$ cat src/rtl/mapper_004.sv
// mapper_004: MMC3-class bank-switching mapper. Eight bank registers, selectable PRG/CHR
// layouts, software mirroring, PRG-RAM protect and a scanline IRQ counter clocked by
// filtered PPU A12 rises. Everything runs on clk_cpu; ppu_addr is sampled synchronously.
module mapper_004 #(
  parameter int unsigned PRG_ROM_DEPTH = 17,
  parameter int unsigned CHR_ROM_DEPTH = 15,
  parameter int unsigned PRG_RAM_DEPTH = 13,
  parameter int unsigned A12_FILTER    = 3,
  parameter int unsigned IRQ_REV       = 1
) (
  input  logic                     clk_cpu,
  input  logic                     rst_n,
  input  logic [14:0]              cpu_addr,
  input  logic [7:0]               cpu_data_i,
  input  logic                     cpu_rw,
  input  logic                     romsel,
  input  logic [13:0]              ppu_addr,
  input  logic                     mirrorv,
  input  logic                     chr_ram,
  input  logic                     prg_ram,
  input  logic [PRG_ROM_DEPTH-1:0] prg_mask,
  input  logic [CHR_ROM_DEPTH-1:0] chr_mask,
  input  logic [PRG_RAM_DEPTH-1:0] prgram_mask,
  output logic [PRG_ROM_DEPTH-1:0] prg_addr,
  output logic [CHR_ROM_DEPTH-1:0] chr_addr,
  output logic [PRG_RAM_DEPTH-1:0] prgram_addr,
  output logic                     prg_cs,
  output logic                     chr_cs,
  output logic                     prgram_cs,
  output logic [7:0]               mapper_reg_o,
  output logic                     ciram_ce,
  output logic                     ciram_a10,
  output logic                     irq
);

  localparam int unsigned LrW = (A12_FILTER > 0) ? $clog2(A12_FILTER + 1) : 1;
  localparam logic [LrW-1:0] LrMax = LrW'(A12_FILTER);

  // Bank registers R0..R7, R0 in the least significant byte.
  logic [7:0][7:0] bank_q, bank_d;
  logic [2:0]      target_q, target_d;
  logic            prg_mode_q, prg_mode_d;
  logic            chr_inv_q, chr_inv_d;
  logic            mirror_q, mirror_d;
  logic            ram_en_q, ram_en_d;
  logic            ram_wp_q, ram_wp_d;
  logic [7:0]      irq_latch_q, irq_latch_d;
  logic [7:0]      irq_cnt_q, irq_cnt_d;
  logic            reload_q, reload_d;
  logic            irq_en_q, irq_en_d;
  logic            irq_q, irq_d;
  logic [LrW-1:0]  lowrun_q, lowrun_d;
  logic            a12_prev_q, a12_prev_d;

  logic            wr;
  logic            a12_rise;
  logic [31:0]     prg_bank;
  logic            chr_a;
  logic [7:0]      chr_bank;

  // chr_ram has no effect on this mapper's address generation.
  logic unused_chr_ram;
  assign unused_chr_ram = chr_ram;

  assign wr       = !romsel && !cpu_rw;
  assign a12_rise = ppu_addr[12] && !a12_prev_q && (lowrun_q == LrMax);

  // Next-state: register writes take priority and swallow a coincident A12 edge.
  always_comb begin
    bank_d      = bank_q;
    target_d    = target_q;
    prg_mode_d  = prg_mode_q;
    chr_inv_d   = chr_inv_q;
    mirror_d    = mirror_q;
    ram_en_d    = ram_en_q;
    ram_wp_d    = ram_wp_q;
    irq_latch_d = irq_latch_q;
    irq_cnt_d   = irq_cnt_q;
    reload_d    = reload_q;
    irq_en_d    = irq_en_q;
    irq_d       = irq_q;
    lowrun_d    = lowrun_q;
    a12_prev_d  = ppu_addr[12];

    if (ppu_addr[12]) begin
      lowrun_d = '0;
    end else if (lowrun_q != LrMax) begin
      lowrun_d = lowrun_q + LrW'(1);
    end

    if (wr) begin
      unique case ({cpu_addr[14:13], cpu_addr[0]})
        3'b000: begin
          target_d   = cpu_data_i[2:0];
          prg_mode_d = cpu_data_i[6];
          chr_inv_d  = cpu_data_i[7];
        end
        3'b001: bank_d[target_q] = cpu_data_i;
        3'b010: mirror_d = cpu_data_i[0];
        3'b011: begin
          ram_en_d = cpu_data_i[7];
          ram_wp_d = cpu_data_i[6];
        end
        3'b100: irq_latch_d = cpu_data_i;
        3'b101: begin
          irq_cnt_d = 8'd0;
          reload_d  = 1'b1;
        end
        3'b110: begin
          irq_en_d = 1'b0;
          irq_d    = 1'b0;
        end
        3'b111: irq_en_d = 1'b1;
        default: ;
      endcase
    end else if (a12_rise) begin
      if (irq_cnt_q == 8'd0 || reload_q) begin
        irq_cnt_d = irq_latch_q;
        reload_d  = 1'b0;
      end else begin
        irq_cnt_d = irq_cnt_q - 8'd1;
      end
      // Old rule only fires when the counter actually transitioned to zero or was reloaded.
      if (irq_cnt_d == 8'd0 && irq_en_q &&
          (IRQ_REV != 0 || irq_cnt_q != 8'd0 || reload_q)) begin
        irq_d = 1'b1;
      end
    end
  end

  // State register with synchronous active-low reset.
  always_ff @(posedge clk_cpu) begin
    if (!rst_n) begin
      bank_q      <= {8'd1, 8'd0, 8'd7, 8'd6, 8'd5, 8'd4, 8'd2, 8'd0};
      target_q    <= 3'd0;
      prg_mode_q  <= 1'b0;
      chr_inv_q   <= 1'b0;
      mirror_q    <= !mirrorv;
      ram_en_q    <= 1'b1;
      ram_wp_q    <= 1'b0;
      irq_latch_q <= 8'd0;
      irq_cnt_q   <= 8'd0;
      reload_q    <= 1'b0;
      irq_en_q    <= 1'b0;
      irq_q       <= 1'b0;
      lowrun_q    <= LrMax;
      a12_prev_q  <= 1'b0;
    end else begin
      bank_q      <= bank_d;
      target_q    <= target_d;
      prg_mode_q  <= prg_mode_d;
      chr_inv_q   <= chr_inv_d;
      mirror_q    <= mirror_d;
      ram_en_q    <= ram_en_d;
      ram_wp_q    <= ram_wp_d;
      irq_latch_q <= irq_latch_d;
      irq_cnt_q   <= irq_cnt_d;
      reload_q    <= reload_d;
      irq_en_q    <= irq_en_d;
      irq_q       <= irq_d;
      lowrun_q    <= lowrun_d;
      a12_prev_q  <= a12_prev_d;
    end
  end

  // PRG bank select. All-ones (and all-ones minus one) become the last (second-last)
  // bank once masked, for any power-of-two ROM size.
  always_comb begin
    prg_bank = 32'hFFFF_FFFF;
    unique case (cpu_addr[14:13])
      2'b00:   prg_bank = prg_mode_q ? 32'hFFFF_FFFE : {24'd0, bank_q[6]};
      2'b01:   prg_bank = {24'd0, bank_q[7]};
      2'b10:   prg_bank = prg_mode_q ? {24'd0, bank_q[6]} : 32'hFFFF_FFFE;
      default: prg_bank = 32'hFFFF_FFFF;
    endcase
  end

  // CHR bank select: 2k pair region and 1k region swap halves with chr_inv.
  always_comb begin
    chr_a = ppu_addr[12] ^ chr_inv_q;
    if (!chr_a) begin
      chr_bank = {(ppu_addr[11] ? bank_q[1][7:1] : bank_q[0][7:1]), ppu_addr[10]};
    end else begin
      chr_bank = bank_q[3'd2 + {1'b0, ppu_addr[11:10]}];
    end
  end

  // Memory addresses, selects and nametable control.
  always_comb begin
    prg_addr     = PRG_ROM_DEPTH'({prg_bank, cpu_addr[12:0]}) & prg_mask;
    prg_cs       = !romsel;
    prgram_cs    = romsel && (cpu_addr[14:13] == 2'b11) && prg_ram && ram_en_q &&
                   (cpu_rw || !ram_wp_q);
    prgram_addr  = PRG_RAM_DEPTH'(cpu_addr[12:0]) & prgram_mask;
    chr_addr     = CHR_ROM_DEPTH'({chr_bank, ppu_addr[9:0]}) & chr_mask;
    chr_cs       = !ppu_addr[13];
    ciram_ce     = ppu_addr[13];
    ciram_a10    = mirror_q ? ppu_addr[11] : ppu_addr[10];
    mapper_reg_o = 8'h00;
    irq          = irq_q;
  end

endmodule

$ cat config.mk
export PLATFORM = sky130hd
export DESIGN_NAME = mapper_004
export DESIGN_NICKNAME = d
export VERILOG_FILES = /design/src/rtl/mapper_004.sv
export SDC_FILE = /design/constraint.sdc
export NUM_CORES = 1
export LEC_CHECK = 0
export ABC_AREA = 0
export BUFFER_PORTS_ARGS = -buffer_cell sky130_fd_sc_hd__clkbuf_2
export CAP_MARGIN = 25
export CORE_MARGIN = 4
export CORE_UTILIZATION = 50
export CTS_CLUSTER_SIZE = 16
export DETAILED_ROUTE_END_ITERATION = 8
export GPL_TIMING_DRIVEN = 0
export PLACE_DENSITY_LB_ADDON = 0.3
export SYNTH_ARGS = -nofsm -noshare
export SYNTH_HDL_FRONTEND = slang
export SYNTH_SLANG_ARGS = --single-unit
$ cat constraint.sdc
create_clock -name clk_cpu -period 5 [get_ports clk_cpu]
set_clock_uncertainty 0.2 [all_clocks]
set_input_delay 0.75 -clock clk_cpu [delete_from_list [all_inputs] [get_ports clk_cpu]]
set_output_delay 0.75 -clock clk_cpu [all_outputs]
set_load 0.1 [all_outputs]
==> results of run 1 <==
[power by group]
group / switching (mW) / total, mW / internal [mW]
sequential: 0.00556 / 0.539 / 0.533
clock: 0.215 / 0.510 / 0.295
combinational: 0.271 / 0.358 / 0.0874
total: 0.491 / 1.41 / 0.916
[metal layers]
metal	part of all wire [%]	track usage [%]	vias to the layer above
li1	-	-	1647
met1	40	23.97	1559
met2	53	40.68	121
met3	6.4	5.390	10
met4	0.83	6.716	0
met5	0	0	-
[synthesized netlist by cell type, types with 4 or more instances]
master                      n  share of area [%]
sky130_fd_sc_hd__o211ai_1   9                1.9
sky130_fd_sc_hd__dfxtp_1   65                 36
sky130_fd_sc_hd__xnor2_1    4               0.96
sky130_fd_sc_hd__mux4_2     4                2.5
sky130_fd_sc_hd__nor3_1     4               0.55
sky130_fd_sc_hd__nand2_1   40                4.1
sky130_fd_sc_hd__nor3b_1    4               0.83
sky130_fd_sc_hd__o211a_1    4                1.1
sky130_fd_sc_hd__a21boi_0  14                2.9
sky130_fd_sc_hd__clkbuf_1  12                1.2
sky130_fd_sc_hd__buf_4      9                1.9
sky130_fd_sc_hd__inv_1      9               0.93
sky130_fd_sc_hd__buf_2      5               0.69
sky130_fd_sc_hd__o21ai_0   11                1.5
sky130_fd_sc_hd__nand3_1   11                1.5
sky130_fd_sc_hd__nor2b_1   37                6.4
sky130_fd_sc_hd__nor2_1     8               0.83
sky130_fd_sc_hd__mux2i_1   49                 13
sky130_fd_sc_hd__and2_1    41                7.0
[registers in the layout (all words and copies together), names as in the netlist]
register and flops:
a12_prev_q 1, bank_q 36, chr_inv_q 1, irq 1, irq_cnt_q 8, irq_en_q 1
irq_latch_q 8, lowrun_q 2, mirror_q 1, prg_mode_q 1, ram_en_q 1, ram_wp_q 1
reload_q 1, target_q 3
[metrics by stage]
step                      utilization [%]  hold slack, ns  setup slack [ns]
after floorplan                         -          0.2364            0.7259
after global placement              63.89          0.2512             1.692
after detailed placement            63.89          0.2574             1.637
after CTS                           67.15          0.2756             1.592
after global routing                67.15          0.2912             1.509
final                               67.15          0.2747             1.535
[tightest hold or removal path, delay by kind of cell (launching register included)]
family	cells	cell delay, ns
AOI/OAI and AO/OA	1	0.07
DFF	1	0.32
and+or+nand+nor	1	0.05
[layout make-up]
cell class	count	area [um2]	share of cell area [%]
Inverter	9	33.78	0.7244
Sequential cell	66	1331	28.55
Tap cell	96	120.1	2.576
Multi-Input combinational cell	296	2140	45.88
Clock buffer	10	137.6	2.951
Timing Repair Buffer	130	650.6	13.95
Clock inverter	6	88.84	1.905
Buffer	30	161.4	3.461
[layout by cell type (no fill, tap or decap), types with 4 or more instances in the layout]
cell / instances
sky130_fd_sc_hd__o211a_1: 4
sky130_fd_sc_hd__buf_2: 5
sky130_fd_sc_hd__nand3_1: 11
sky130_fd_sc_hd__and2_1: 41
sky130_fd_sc_hd__clkbuf_1: 12
sky130_fd_sc_hd__nor2b_1: 37
sky130_fd_sc_hd__conb_1: 8
sky130_fd_sc_hd__a21boi_0: 14
sky130_fd_sc_hd__xnor2_1: 4
sky130_fd_sc_hd__clkbuf_2: 131
sky130_fd_sc_hd__o211ai_1: 9
sky130_fd_sc_hd__buf_4: 9
sky130_fd_sc_hd__dfxtp_1: 65
sky130_fd_sc_hd__inv_1: 9
sky130_fd_sc_hd__nor3b_1: 4
sky130_fd_sc_hd__o21ai_0: 11
sky130_fd_sc_hd__nor3_1: 4
sky130_fd_sc_hd__nand2_1: 40
sky130_fd_sc_hd__nor2_1: 8
sky130_fd_sc_hd__clkbuf_8: 10
sky130_fd_sc_hd__mux4_2: 4
sky130_fd_sc_hd__mux2i_1: 49
[cells by family (layout without fill, tap and decap cells)]
| group | Yosys count | after routing | share of synthesized area, % |
|---|---|---|---|
| and+or+nand+nor | 168 | 168 | 27.50 |
| DFF | 66 | 66 | 36.58 |
| AOI/OAI and AO/OA | 56 | 56 | 11.41 |
| muxes | 55 | 55 | 16.57 |
| buffers and inverters | 39 | 185 | 5.362 |
| xor gates and xnor gates | 6 | 6 | 1.444 |
| adders and majority gates | 3 | 3 | 1.031 |
| other | 1 | 8 | 0.1030 |
[path summary, 6_finish.rpt]
check	start	end	slack, ns
min reg2reg	bank_q[11]	bank_q[11]	0.27
min	bank_q[11]	bank_q[11]	0.27
max	ppu_addr[12]	chr_addr[10]	1.53
max reg2reg	irq_cnt_q[0]	irq	2.68
==> Implementation_results.wiki, run 1 <==
{| class="wikitable"
! Metric !! Value
|-
| Number of buffers and inverters on the critical path || 2
|-
| Number of H-tree levels || 3
|-
| Global-route wire length before repair || around 15000 um
|-
| Starting density of the core || between 50 and 60%
|-
| Area of the core || roughly 6900 um2
|-
| Standard-cell row count || 30
|-
| Hold WC Path Type || flop to flop
|-
| Area growth syn-to-layout || 28.12%
|-
| P_leak || ~2.2 nW
|-
| Total via count after detailed routing || 3337
|-
| Number of instances in the synthesized netlist || a little under 400
|-
| Status || finished, final reports clean
|-
| Period minus WS final || ~3.5 ns
|-
| Pin count of the biggest net entering global routing || 13
|-
| Max-cap check violation count || 0
|-
| Count of pins over their slew limit || 0
|-
| Mapped Avg Cell Area || roughly 9 um2
|-
| Cell count along the critical path || 5
|-
| Final Wtd Congestion || between 0.8 and 0.9
|-
| Antenna diodes || 0
|-
| Maximum single-stage delay on the critical path || approximately 0.8 ns
|-
| Clock latency reported for the late side of the worst-skew pair || about 0.34 ns
|-
| Antenna violations before repair || 0
|-
| Yosys reg bits || 66
|-
| Share of async-settable or async-resettable flops after synthesis || 0%
|-
| Total grt overflow || 0
|-
| Boundary pin count || 148
|-
| Cell at the root of the clock tree || sky130_fd_sc_hd__clkbuf_8
|-
| Setup repair after global routing missed its margin || no
|-
| First-iteration detailed-routing DRC count || 180
|-
| List of cells traversed by the critical path || clkbuf_2 > xnor2_1 > o21ai_0 > o311a_1 > clkbuf_2
|-
| Worst slew pin tran || around 1.0 ns
|-
| Count of unique library cells instantiated by Yosys || 55
|-
| Clk slew on worst S/H paths || 0.07 ns
|-
| Cell area after placement || about 4400 um2
|-
| Synth warnings || 0
|-
| Cell type of the slowest stage on the worst timing path || sky130_fd_sc_hd__xnor2_1
|-
| Number of gates given a new drive strength after cts || 0
|-
| Hold path depth || 2
|-
| Layout cells sized above 1 || 33.64%
|-
| Total number of clock tree sinks || 66
|-
| EDFF count, synth || 1
|-
| Placed instance count || between 600 and 700
|-
| Kind of capture point of the worst setup path || output pin
|-
| Relative slew slack || 31.62%
|-
| Routed WL per cell || 14.72 um
|-
| Fill cell total of the finished layout || 568
|-
| Cell family contributing the most delay on the critical path || XOR/XNOR gates
|-
| Sum of net half-perimeters after detailed placement || 7264 um
|-
| Post-route antenna net violation count || 0
|-
| # hold bufs at CTS || 0
|-
| PwrDens || around 300 nW/um2
|-
| Largest driver fanout on the critical path || 10
|-
| Number of clock buffers inserted by TritonCTS || 9
|-
| Number of iterations in the first detailed-routing pass || 4
|-
| Data required, critical path || between 4 and 5 ns
|-
| Final design instance area without fill || between 4000 and 5000 um2
|-
| Post-route DRC || 0
|-
| Vias in the first global route || between 3000 and 4000
|-
| Power, Total || approximately 1.4 mW
|-
| Post-CTS Repair Setup Buffers || 0
|-
| Highest attainable clock frequency || about 290 MHz
|-
| Worst Reg2Reg Path Length in Cells || 8
|-
| Final instance count without filler cells || between 600 and 700
|-
| Setup crit start kind || input pin
|-
| Worst VDD drop || 0.2307 mV
|-
| Crit path top cell by count || sky130_fd_sc_hd__clkbuf_2
|-
| Data arrival at the endpoint of the critical path || approximately 2.5 ns
|-
| Final-report hold violation count || 0
|-
| Quantity of I/O buffers inserted on ports || 130
|-
| Post-synthesis instance area || between 3000 and 4000 um2
|-
| Die extent in y || a little over 90 um
|-
| Fraction of the cycle the final worst path needs || between 60% and 70%
|-
| Via-per-instance ratio || just over 5
|-
| Die area || 8709 um2
|-
| Overall Global Routing Usage || between 20% and 30%
|-
| Routed wire length || between 9000 and 10000 um
|-
| Primary flip-flop cell chosen by synthesis mapping || sky130_fd_sc_hd__dfxtp_1
|-
| Sequential area share after synthesis || a little over a third
|-
| Layout net count || 634
|-
| X dimension of the die || 93.32 um
|-
| Largest buffer count on any clock path || 2
|-
| Clock tree from TritonCTS || done
|-
| Critical path type || input pin to output pin
|-
| Setup violation total in the final timing report || 0
|-
| Final TNS setup || 0 ns
|}
No activity file was read; power rests on OpenSTA's default activity.
==> run 2: changes to the inputs <==
--- a/config.mk
+++ b/config.mk
@@ -9,7 +9,7 @@
 export BUFFER_PORTS_ARGS = -buffer_cell sky130_fd_sc_hd__clkbuf_2
 export CAP_MARGIN = 25
 export CORE_MARGIN = 4
-export CORE_UTILIZATION = 50
+export CORE_UTILIZATION = 44
 export CTS_CLUSTER_SIZE = 16
 export DETAILED_ROUTE_END_ITERATION = 8
 export GPL_TIMING_DRIVEN = 0
==> constraint.sdc (replaced) <==
create_clock -name clk_cpu -period 2.9 [get_ports clk_cpu]
set_clock_uncertainty 0.2 [all_clocks]
set_input_delay 0.435 -clock clk_cpu [delete_from_list [all_inputs] [get_ports clk_cpu]]
set_output_delay 0.435 -clock clk_cpu [all_outputs]
set_load 0.1 [all_outputs]
==> run 2 against run 1 <==
Worst setup slack got worse by 1.5 ns. Routed wire length rose by 2.4%. Hold slack got worse by 0.12 ns. Register-to-register slack got worse by 2.1 ns. Critical path type is now flop to output pin. Largest power group unchanged.
==> Implementation_results.wiki, run 2 (synthesized netlist as in run 1, its figures left out) <==
{| class="wikitable"
! Metric !! Value
|-
| Setup violation total in the final timing report || 0 (unchanged)
|-
| Worst VDD drop || 0.3936 mV (was 0.2307 mV)
|-
| Worst Reg2Reg Path Length in Cells || 8 (unchanged)
|-
| Register-to-register setup slack || 0.58 ns (was 2.68 ns)
|-
| Final worst slack || 0.05699 ns (was 1.535 ns)
|-
| Kind of capture point of the worst setup path || output pin (unchanged)
|-
| Total number of clock tree sinks || 66 (unchanged)
|-
| X dimension of the die || 98.95 um (was 93.32 um)
|-
| Cell family contributing the most delay on the critical path || XOR/XNOR gates (unchanged)
|-
| Clock tree from TritonCTS || done (unchanged)
|-
| PwrDens || 491.0 nW/um2 (was 301.8 nW/um2)
|-
| Data arrival at the endpoint of the critical path || 2.21 ns (was 2.52 ns)
|-
| Area of the core || 7888 um2 (was 6944 um2)
|-
| Quantity of I/O buffers inserted on ports || 130 (unchanged)
|-
| Max-cap check violation count || 0 (unchanged)
|-
| # hold bufs at CTS || 0 (unchanged)
|-
| Maximum single-stage delay on the critical path || 0.79 ns (was 0.80 ns)
|-
| Clk slew on worst S/H paths || 0.07 ns (about the same)
|-
| Power, Total || 2.276 mW (was 1.407 mW)
|-
| Worst setup slack before clock tree synthesis || 0.2195 ns (was 1.637 ns)
|-
| Number of iterations in the first detailed-routing pass || 7 (was 4)
|-
| Cell count along the critical path || 3 (was 5)
|-
| Cell-internal power || 1.448 mW (was 0.9162 mW)
|-
| Critical path type || flop to output pin (was input pin to output pin)
|-
| Die area || 9791 um2 (was 8709 um2)
|-
| Count of pins over their slew limit || 0 (unchanged)
|-
| Layout net count || 634 (unchanged)
|-
| Largest driver fanout on the critical path || 10 (unchanged)
|-
| Layout cells sized above 1 || 33.64% (unchanged)
|-
| Largest buffer count on any clock path || 2 (unchanged)
|-
| Worst setup path endpoint || chr_addr[11] (was chr_addr[10])
|-
| Fraction of the cycle the final worst path needs || a little over nine tenths
|-
| Pin count of the biggest net entering global routing || 12 (was 13)
|-
| Most common library cell in the layout ignoring fill and taps || sky130_fd_sc_hd__clkbuf_2 (unchanged)
|-
| Post-route antenna net violation count || 0 (unchanged)
|-
| List of cells traversed by the critical path || xnor2_1 > o211a_1 > clkbuf_2 (was clkbuf_2 > xnor2_1 > o21ai_0 > o311a_1 > clkbuf_2)
|-
| Total grt overflow || 0 (unchanged)
|-
| Clock latency reported for the late side of the worst-skew pair || 0.34 ns (about the same)
|-
| Placed instance count || 633 (was 627)
|-
| Final standard cell utilization of the core || 58.76% (was 67.15%)
|-
| Combinational Power Share || 27.3% (was 25.5%)
|-
| Post-CTS Repair Setup Buffers || 0 (unchanged)
|-
| Net load switching power || 0.8273 mW (was 0.4911 mW)
|-
| Standard-cell row count || 32 (was 30)
|-
| Status || finished, final reports clean (unchanged)
|-
| Largest register by flop count || bank_q (unchanged)
|-
| Proportion of power drawn by the clock network || 31.9% (was 36.2%)
|-
| Final-report hold violation count || 0 (unchanged)
|-
| Routed WL per cell || 14.92 um (was 14.72 um)
|-
| Number of H-tree levels || 3 (unchanged)
|-
| Reg2Reg Capture Point || irq (unchanged)
|-
| Fill cell total of the finished layout || 719 (was 568)
|-
| Period minus WS final || 2.843 ns
|-
| Area growth syn-to-layout || 27.33% (was 28.12%)
|-
| Largest registers ranked by flip-flop count || bank_q: 36 flops, irq_cnt_q: 8 flops, irq_latch_q: 8 flops (unchanged)
|-
| Final instance count without filler cells || 649 (was 643)
|-
| First-iteration detailed-routing DRC count || 205 (was 180)
|-
| Setup crit start kind || flop (was input pin)
|-
| Final design instance area without fill || 4634 um2 (was 4663 um2)
|-
| Worst slew pin tran || 1.001 ns (was 1.018 ns)
|-
| Boundary pin count || 148 (unchanged)
|-
| Die extent in y || 98.95 um (was 93.32 um)
|-
| Cell type of the slowest stage on the worst timing path || sky130_fd_sc_hd__xnor2_1 (unchanged)
|-
| Overall Global Routing Usage || 19.87% (was 21.77%)
|-
| Fraction of power consumed by sequential logic || 40.9% (was 38.3%)
|-
| P_leak || 2.148 nW (was 2.169 nW)
|-
| Relative slew slack || 32.81% (was 31.62%)
|-
| Start of the worst register-to-register path || irq_cnt_q[0] (unchanged)
|-
| Routed wire length || 9686 um (was 9463 um)
|-
| Setup repair after global routing missed its margin || no (unchanged)
|-
| Commonest cells after routing, fill and taps aside || 131 x sky130_fd_sc_hd__clkbuf_2, 65 x sky130_fd_sc_hd__dfxtp_1, 49 x sky130_fd_sc_hd__mux2i_1 (unchanged)
|-
| Worst hold slack across all endpoints || 0.1556 ns (was 0.2747 ns)
|-
| Final TNS setup || 0 ns (unchanged)
|-
| Vias in the first global route || 3229 (was 3293)
|-
| Number of gates given a new drive strength after cts || 0 (unchanged)
|-
| Antenna diodes || 0 (unchanged)
|-
| Total via count after detailed routing || 3311 (was 3337)
|-
| Global-route wire length before repair || 15700 um (was 15200 um)
|-
| Number of buffers and inverters on the critical path || 1 (was 2)
|-
| Number of clock buffers inserted by TritonCTS || 9 (unchanged)
|-
| Antenna violations before repair || 0 (unchanged)
|-
| Switching Fraction || 36.36% (was 34.90%)
|-
| Data required, critical path || 2.27 ns (was 4.05 ns)
|-
| Starting density of the core || 46.15% (was 52.41%)
|-
| Hold WC Path Type || input pin to flop (was flop to flop)
|-
| Cell at the root of the clock tree || sky130_fd_sc_hd__clkbuf_8 (unchanged)
|-
| Highest attainable clock frequency || approximately 350 MHz
|-
| Largest register FFs || 36 (unchanged)
|-
| Post-route DRC || 0 (unchanged)
|-
| Final Wtd Congestion || 0.8746 (was 0.8271)
|-
| Cell area after placement || 4444 um2 (was 4437 um2)
|-
| Launch point of the critical path || chr_inv_q (was ppu_addr[12])
|-
| Sum of net half-perimeters after detailed placement || 7679 um (was 7264 um)
|-
| Via-per-instance ratio || 5.102 (was 5.190)
|}
==> run 2: changes by cell type in the layout (fill, tap and decap cells not counted), sizes merged <==
cell	delta
clkinvlp	+2
bufinv	-2
inv	-1
clkinv	-1
clkbuf	+2
==> run 2: metal layers <==
layer | share of wire, % | global-route usage, %
met4 | 0.55 | 5.672
met1 | 39 | 22.56
met2 | 51 | 36.05
met5 | 0 | 0
met3 | 8.7 | 5.662
==> run 2: final cells by class <==
type	count	area, um2	area share [%]
Inverter	9	33.78	0.7289
Tap cell	102	127.6	2.754
Clock buffer	12	165.2	3.564
Timing Repair Buffer	130	650.6	14.04
Multi-Input combinational cell	296	2140	46.17
Clock inverter	4	25.02	0.5400
Sequential cell	66	1331	28.73
Buffer	30	161.4	3.483
==> run 2: power by group through the flow <==
stage | combinational [mW] | clock (mW) | sequential [mW]
after global routing | 0.652 | 0.787 | 0.931
after detailed placement | 0.620 | 0 | 0.950
after floorplan | 0.487 | 0 | 0.948
after global placement | 0.615 | 0 | 0.950
final | 0.620 | 0.725 | 0.930
after CTS | 0.621 | 0.746 | 0.929
==> run 2: how the worst min path moves through the flow <==
stage | slack (ns) | end | depth (start not counted) | startpoint
finish | 0.16 | irq_latch_q[5] | 3 | cpu_data_i[5]
global route | 0.15 | irq_latch_q[5] | 3 | cpu_data_i[5]
CTS | 0.14 | irq_latch_q[5] | 3 | cpu_data_i[5]
detailed placement | 0.26 | bank_q[26] | 2 | bank_q[26]
global placement | 0.25 | bank_q[33] | 2 | bank_q[33]
floorplan | 0.24 | bank_q[33] | 2 | bank_q[33]
==> run 2: tightest hold or removal path: stages <==
cell and delay (ns):
sky130_fd_sc_hd__clkbuf_2 0.08, sky130_fd_sc_hd__mux2i_1 0.05, sky130_fd_sc_hd__nor2b_1 0.09
